**src/rtl/int_ctrl_pkg.sv**
```systemverilog
// Shared types and limits for the interrupt pending controller.
// Latency: n/a (declarations only).
// Backpressure: n/a.
package int_ctrl_pkg;

   // Largest source count the controller is sized for.
   localparam int MAX_SOURCES = 16;

   // Delivery FSM: waiting for work, offering to the CPU, handler running.
   typedef enum logic [1:0] {
      IDLE    = 2'd0,
      REQUEST = 2'd1,
      SERVICE = 2'd2
   } state_t;

endpackage

```
**src/rtl/int_priority_select.sv**
```systemverilog
// Picks one eligible source: lowest index, or round-robin from ptr+1 when
// INT_CTRL_ROUND_ROBIN_EN is defined. Latency: purely combinational.
// Backpressure: none; result is consumed only when the caller decides to load it.
module int_priority_select
   import int_ctrl_pkg::*;
#(
   parameter int N_SOURCES = 4,
   parameter int ID_W      = $clog2(N_SOURCES)
) (
   input  logic [N_SOURCES-1:0] eligible,
   input  logic [ID_W-1:0]      ptr,
   output logic                 found,
   output logic [ID_W-1:0]      idx
);

`ifdef INT_CTRL_ROUND_ROBIN_EN
   // Scan ptr+1 .. ptr+N (wrapping); iterating from the far end lets the
   // nearest eligible source overwrite earlier candidates.
   always_comb begin
      int j;
      j     = 0;
      found = 1'b0;
      idx   = '0;
      for (int k = N_SOURCES; k >= 1; k--) begin
         j = int'(ptr) + k;
         if (j >= N_SOURCES) j = j - N_SOURCES;
         if (eligible[j]) begin
            found = 1'b1;
            idx   = ID_W'(j);
         end
      end
   end
`else
   // Fixed priority: scanning downward leaves the lowest set index in idx.
   always_comb begin
      found = 1'b0;
      idx   = '0;
      for (int i = N_SOURCES - 1; i >= 0; i--) begin
         if (eligible[i]) begin
            found = 1'b1;
            idx   = ID_W'(i);
         end
      end
   end

   // The pointer carries no meaning under fixed priority.
   logic unused_ptr;
   assign unused_ptr = ^ptr;
`endif

endmodule

```
**src/rtl/int_pending_controller.sv**
```systemverilog
// Latches interrupt pulses, offers one source at a time to the CPU, tracks the handler.
// Latency: int_req -> pending 1 cycle, pending -> irq_valid 1 cycle (2 minimum).
// Backpressure: irq_valid/irq_id hold until irq_ack; no new offer until irq_done. Option: INT_CTRL_ROUND_ROBIN_EN.
module int_pending_controller
   import int_ctrl_pkg::*;
#(
   parameter int N_SOURCES = 4,
   parameter int ID_W      = $clog2(N_SOURCES)
) (
   input  logic                 clk,
   input  logic                 rst_n,
   input  logic [N_SOURCES-1:0] int_req,
   input  logic [N_SOURCES-1:0] int_mask,
   input  logic                 global_int_en,
   output logic                 irq_valid,
   output logic [ID_W-1:0]      irq_id,
   input  logic                 irq_ack,
   input  logic                 irq_done,
   output logic [N_SOURCES-1:0] pending,
   output logic [N_SOURCES-1:0] missed,
   input  logic                 missed_clear,
   output logic                 in_service
);

   state_t                state_q;
   state_t                state_nxt;
   logic [N_SOURCES-1:0]  pending_q;
   logic [N_SOURCES-1:0]  missed_q;
   logic [N_SOURCES-1:0]  eligible;
   logic [N_SOURCES-1:0]  ack_clr;
   logic [N_SOURCES-1:0]  miss_set;
   logic [ID_W-1:0]       irq_id_q;
   logic [ID_W-1:0]       sel_ptr;
   logic [ID_W-1:0]       sel_idx;
   logic                  sel_found;
   logic                  ack_fire;
   logic                  load_offer;

   // Masking only gates delivery; pending captures every request.
   assign eligible = pending_q & int_mask;

`ifdef INT_CTRL_ROUND_ROBIN_EN
   logic [ID_W-1:0] rr_ptr_q;

   // Remember the last acknowledged source; reset value makes the first scan start at 0.
   always_ff @(posedge clk) begin
      if (!rst_n)        rr_ptr_q <= ID_W'(N_SOURCES - 1);
      else if (ack_fire) rr_ptr_q <= irq_id_q;
   end

   assign sel_ptr = rr_ptr_q;
`else
   assign sel_ptr = '0;
`endif

   int_priority_select #(
      .N_SOURCES (N_SOURCES),
      .ID_W      (ID_W)
   ) u_select (
      .eligible (eligible),
      .ptr      (sel_ptr),
      .found    (sel_found),
      .idx      (sel_idx)
   );

   // Next-state and strobes for the delivery FSM.
   always_comb begin
      state_nxt  = state_q;
      load_offer = 1'b0;
      ack_fire   = 1'b0;
      case (state_q)
         IDLE: begin
            if (global_int_en && sel_found) begin
               state_nxt  = REQUEST;
               load_offer = 1'b1;
            end
         end
         REQUEST: begin
            if (irq_ack) begin
               ack_fire  = 1'b1;
               state_nxt = SERVICE;
            end
         end
         SERVICE: begin
            if (irq_done) state_nxt = IDLE;
         end
         default: state_nxt = IDLE;
      endcase
   end

   // Decode the acknowledged source into a one-hot clear vector.
   always_comb begin
      ack_clr = '0;
      for (int i = 0; i < N_SOURCES; i++) begin
         ack_clr[i] = ack_fire && (irq_id_q == ID_W'(i));
      end
   end

   // A repeat request is "missed" only if it would not be absorbed by the
   // ack-cycle re-set of the same bit.
   assign miss_set = int_req & pending_q & ~ack_clr;

   // FSM state register.
   always_ff @(posedge clk) begin
      if (!rst_n) state_q <= IDLE;
      else        state_q <= state_nxt;
   end

   // Offered id is captured once on entry to REQUEST and held until the next offer.
   always_ff @(posedge clk) begin
      if (!rst_n)          irq_id_q <= '0;
      else if (load_offer) irq_id_q <= sel_idx;
   end

   // Pending and missed bookkeeping; new set events win over clears.
   always_ff @(posedge clk) begin
      if (!rst_n) begin
         pending_q <= '0;
         missed_q  <= '0;
      end else begin
         pending_q <= (pending_q & ~ack_clr) | int_req;
         missed_q  <= (missed_q & ~{N_SOURCES{missed_clear}}) | miss_set;
      end
   end

   assign irq_valid  = (state_q == REQUEST);
   assign in_service = (state_q == SERVICE);
   assign irq_id     = irq_id_q;
   assign pending    = pending_q;
   assign missed     = missed_q;

endmodule

```
**config.mk**
```make
export PLATFORM = sky130hd
export DESIGN_NAME = int_pending_controller
export DESIGN_NICKNAME = d
export VERILOG_FILES = /design/src/rtl/int_ctrl_pkg.sv /design/src/rtl/int_priority_select.sv /design/src/rtl/int_pending_controller.sv
export SDC_FILE = /design/constraint.sdc
export NUM_CORES = 1
export LEC_CHECK = 0
export ABC_AREA = 1
export CAP_MARGIN = 15
export CORE_MARGIN = 1.5
export CORE_UTILIZATION = 41
export CTS_BUF_LIST = sky130_fd_sc_hd__clkbuf_16
export CTS_CLUSTER_SIZE = 10
export DETAILED_ROUTE_END_ITERATION = 8
export HOLD_SLACK_MARGIN = 0.12
export MAX_ROUTING_LAYER = met4
export PLACE_DENSITY = 0.78
export SYNTH_ARGS = -nofsm -noshare
export SYNTH_HDL_FRONTEND = slang
export SYNTH_SLANG_ARGS = --single-unit
```
**constraint.sdc**
```tcl
create_clock -name clk -period 2.8 [get_ports clk]
set_input_delay 0.42 -clock clk [delete_from_list [all_inputs] [get_ports clk]]
set_output_delay 0.42 -clock clk [all_outputs]
set_load 0.005 [all_outputs]
```
Yosys cells after proc, flatten, opt, wreduce, memory -nomap -nowiden:

Index checks and enable logic that the tools add are counted.

* register bits after elaboration: 12
* bits of input ports: 14

* equality and inequality tests: 8
* mux-type cells: 16
* bitwise operators: 9
* reduce and logical (&&, ||, !) cells: 8

Operators with widths (count)
* 4-bit AND: 5
* 2-bit two-way mux: 7
* 1-bit two-way mux: 8
* 4-bit NOT: 2
* 4-bit bitwise OR: 2
* 2-bit equality test, second input constant: 3
* 2-bit one-hot mux with 3 select lines: 1
* 1-bit logical AND: 5
* 2-bit by 1-bit equality test with 1-bit output, second input constant: 2
* 2-bit logical NOT: 2
* 2-bit inequality test, second input constant: 2
* 3-bit AND reduction: 1
* 2-bit by 1-bit inequality test with 1-bit output, second input constant: 1

Logic depth before layout (Yosys ltp):

* word-level depth: 8
* gate-level depth with buffers: 6
* depth with buffers taken out: 6

Cells and area by module:

A second synthesis with hierarchy kept.

* cell total of the unflattened synthesis: 93
* area, all modules: 590.6 µm²

By module, submodules not included
* int_pending_controller: times used 1, cells an instance 85, area an instance 554.3 µm², seq. area each 240.2 µm²
* int_priority_select: times used 1, cells an instance 8, area an instance 36.3 µm², seq. area each 0.0 µm²

Least setup slack after synthesis:

OpenSTA, ideal clock, no wires.

* path type: register -> output
* start: register state_q[0]
* end: output port irq_valid
* data arrival time: 0.533 ns
* data required time: 2.380 ns
* setup slack: 1.847 ns
* stages on the path, launching flop included: 3
* cells stage by stage: dfxtp_1 nand2_2 inv_1

* cells in the longest elaborated chain, start to end: 1

Ends and longest elaborated chain
* start, declared: line int_pending_controller.sv:25 `state_t state_q;`
* start signal, assigned: line int_pending_controller.sv:106 `else state_q <= state_nxt;`
* 2-bit by 1-bit equality test with 1-bit output: line int_pending_controller.sv:126 `assign irq_valid = (state_q == REQUEST);`
* end, declared: line int_pending_controller.sv:15 `output logic irq_valid,`

Every way passes these cells.

Worst setup path after layout:

* start: register state_q[1]
* end: output port irq_valid

Same word-level chain as after synthesis.

==> flow_summary.yaml <==
flow_run:
  drv_cap: 0
cts:
  cts_sinks: 12
  insertion_delay_ns: 0.24
  post_cts_buffers: 0
  ctsHtreeMaxLevel: 1
  clkTransAtPathRegs_ns: 0.04
  cts_buffers: 3
  cts_tree: "yes"
  holdBufCountCts: 0
  cts_max_path_buffers: 2
  cts_resized: 0
  cts_root_buffer: "clkbuf_16"
min_path:
  hold_start: "missed[0]$_SDFF_PN0_"
  worstHoldPathCells: 2
  min_path_type: "flip-flop to flip-flop"
  min_delay_worst_endpoint: "missed[0]$_SDFF_PN0_"
worst_setup_path:
  reg2reg_depth: 6
  startpoint_type: "flip-flop"
  r2r_end: "missed[3]$_SDFF_PN0_"
  end_kind: "primary output"
  arrival_ns: 1.33
  rrSetupSlack_ns: 1.77
  timing.rr.start: "state_q[1]$_SDFFE_PN0P_"
  crit_type: "flip-flop to primary output"
  crit_required_ns: 2.38
  worstSetupStartpoint: "state_q[1]$_SDFFE_PN0P_"
  cp_max_fo: 3
finish:
  n_antenna_cell: 0
  area_growth_pct: 63.5
  final_area_um2: 892
  nets: 125
  seq_area_um2: 240
  fill_cells: 88
  multiInputGateArea_um2: 249
  drive_gt1_frac: 0.0455
  utilization: 0.762
power_and_ir_drop:
  cellPowerDensity_nw_per_um2: 600
  clockPowerShare: 0.485
  p_comb_frac: 0.154
  leakage_nw: 0.408
  intPower_w: 0.000419
  power.share.sequential: 0.361
  p_total_w: 0.000535
  ir_worst_vdd_v: 0.000433
  switching_power_w: 0.000117
  swShare: 0.218
timing:
  fin_crit_sh: 0.626
  clock.fmax_mhz: 571
  whs_ns: 0.462
  finClkSkew_ns: 0.00402
  relSlewSlack: 0.832
  drv_slew: 0
  fin_crit_ns: 1.75
  worstMarginPinSlew_ns: 0.250
  fin_setup_tns_ns: 0
  hold_violations: 0
  finalSetupViolations: 0
  rsz0062_at_grt: "false"
floorplan:
  core_um2: 1170
  core.rowCount: 12
  start_util: 0.466
  ios: 26
  dieArea_um2: 1560
  die_x_um: 39.5
  die_h_um: 39.5
routing:
  avgRoutedWirePerCell_um: 11.7
  drtIter0Drc: 19
  drtAntennaViolNets: 0
  routed_wl_um: 1450
  via_per_inst: 4.85
  num_vias: 601
  drc: 0
  first_pass_iters: 4
placed_design:
  hpwl_um: 1080
  port_buffers: 25
  placed_area_um2: 813
  finalWeightedCongestion: 0.887
yosys:
  yosysSeqAreaShare: 0.440
  ys_types: 14
  syn_avg_cell_area_um2: 6.73
  syn_nets: 95
  synth.top_cell.area_share: 0.440
  yosys.area.top_type: "dfxtp_1"
  yosysWarnings: 0
  syn_area_um2: 546
  synth_seq_cells: 12
  synthTopCellsByArea: "dfxtp_1 44%, nand2_1 17%, inv_1 9.6%"
  syn_inst: 81
global_route:
  grt_first_pass_wirelength_um: 2260
  grt_util_all_layers: 0.230
  first_global_vias: 540
  antenna_found_initial: 0
  grt_start_max_net_pins: 10
  grt-ovfl-total: 0
outcome:
  status: "finished clean"
[critical path, stage by stage, from the launching register on]
cell	delay (ns)
dfxtp_1	0.32
inv_1	0.11
nand2_2	0.09
inv_1	0.08
clkdlybuf4s50_1	0.50
[worst max path at each step]
stage                                    to  slack [ns]
global placement    state_q[0]$_SDFFE_PN0P_        1.29
CTS                               irq_valid        1.05
detailed placement   irq_id[0]$_SDFFE_PN0P_        1.29
finish                            irq_valid        1.05
global route                      irq_valid         1.0
floorplan                         irq_valid        1.85
[synthesized netlist by cell type (all sizes together)]
master	instances
nand2	26
inv	14
dfxtp	12
a21oi	10
nand3	8
nor2	5
a21boi	1
clkinv	1
nor3	1
nor3b	1
o21a	1
o21ai	1
[power by group through the flow]
stage | sequential [W] | combinational (W) | clock (W)
floorplan | 0.000196 | 0.0000322 | 0
global placement | 0.000196 | 0.0000798 | 0
detailed placement | 0.000196 | 0.0000815 | 0
CTS | 0.000193 | 0.0000827 | 0.000266
global route | 0.000195 | 0.0000915 | 0.000275
finish | 0.000193 | 0.0000826 | 0.000259
[flip-flops by register name (all words and copies together), names as in the netlist]
| register | count |
|---|---|
| missed | 4 |
| state_q | 2 |
| pending | 4 |
| irq_id | 2 |
[final cells by class]
class | instances | area share
repair buffers | 25 | 0.281
multi-input cells | 54 | 0.279
flip-flops and latches | 12 | 0.269
clock buffers | 3 | 0.0842
inverters | 15 | 0.0631
well taps | 14 | 0.0196
clock inverters | 1 | 0.00421
[cell families after synthesis]
group / Yosys count / share of synthesized area
buffers and inverters: 15 / 0.103
AND/OR/NAND/NOR: 41 / 0.328
flip-flops: 12 / 0.440
AO/OA/AOI/OAI: 13 / 0.128
[cell usage in the layout, fill, tap and decap left out]
cell type / n
clkdlybuf4s50_1: 25
nor2_4: 1
a21oi_1: 10
clkinv_1: 2
nor2_1: 4
nor3b_1: 1
nand2_2: 1
o21a_1: 1
nand2_1: 25
inv_1: 14
o21ai_1: 1
a21boi_0: 1
nand3_1: 8
dfxtp_1: 12
nor3_1: 1
clkbuf_16: 3
[layer usage]
metal  track usage  wire length [µm]  vias to the layer above
met2         0.381               720                       17
li1              -                 -                      311
met3         0.108                95                        0
met1         0.259               636                      273
met5             -                 0                        -
met4        0.0259                 0                        0
[through the flow]
stage,instances,setup slack [ns]
2_1_floorplan,81,1.85
3_3_place_gp,120,1.29
3_5_place_dp,120,1.29
4_1_cts,124,1.05
5_1_grt,124,0.998
6_report,124,1.05
No activity file was read; power rests on OpenSTA's default activity.
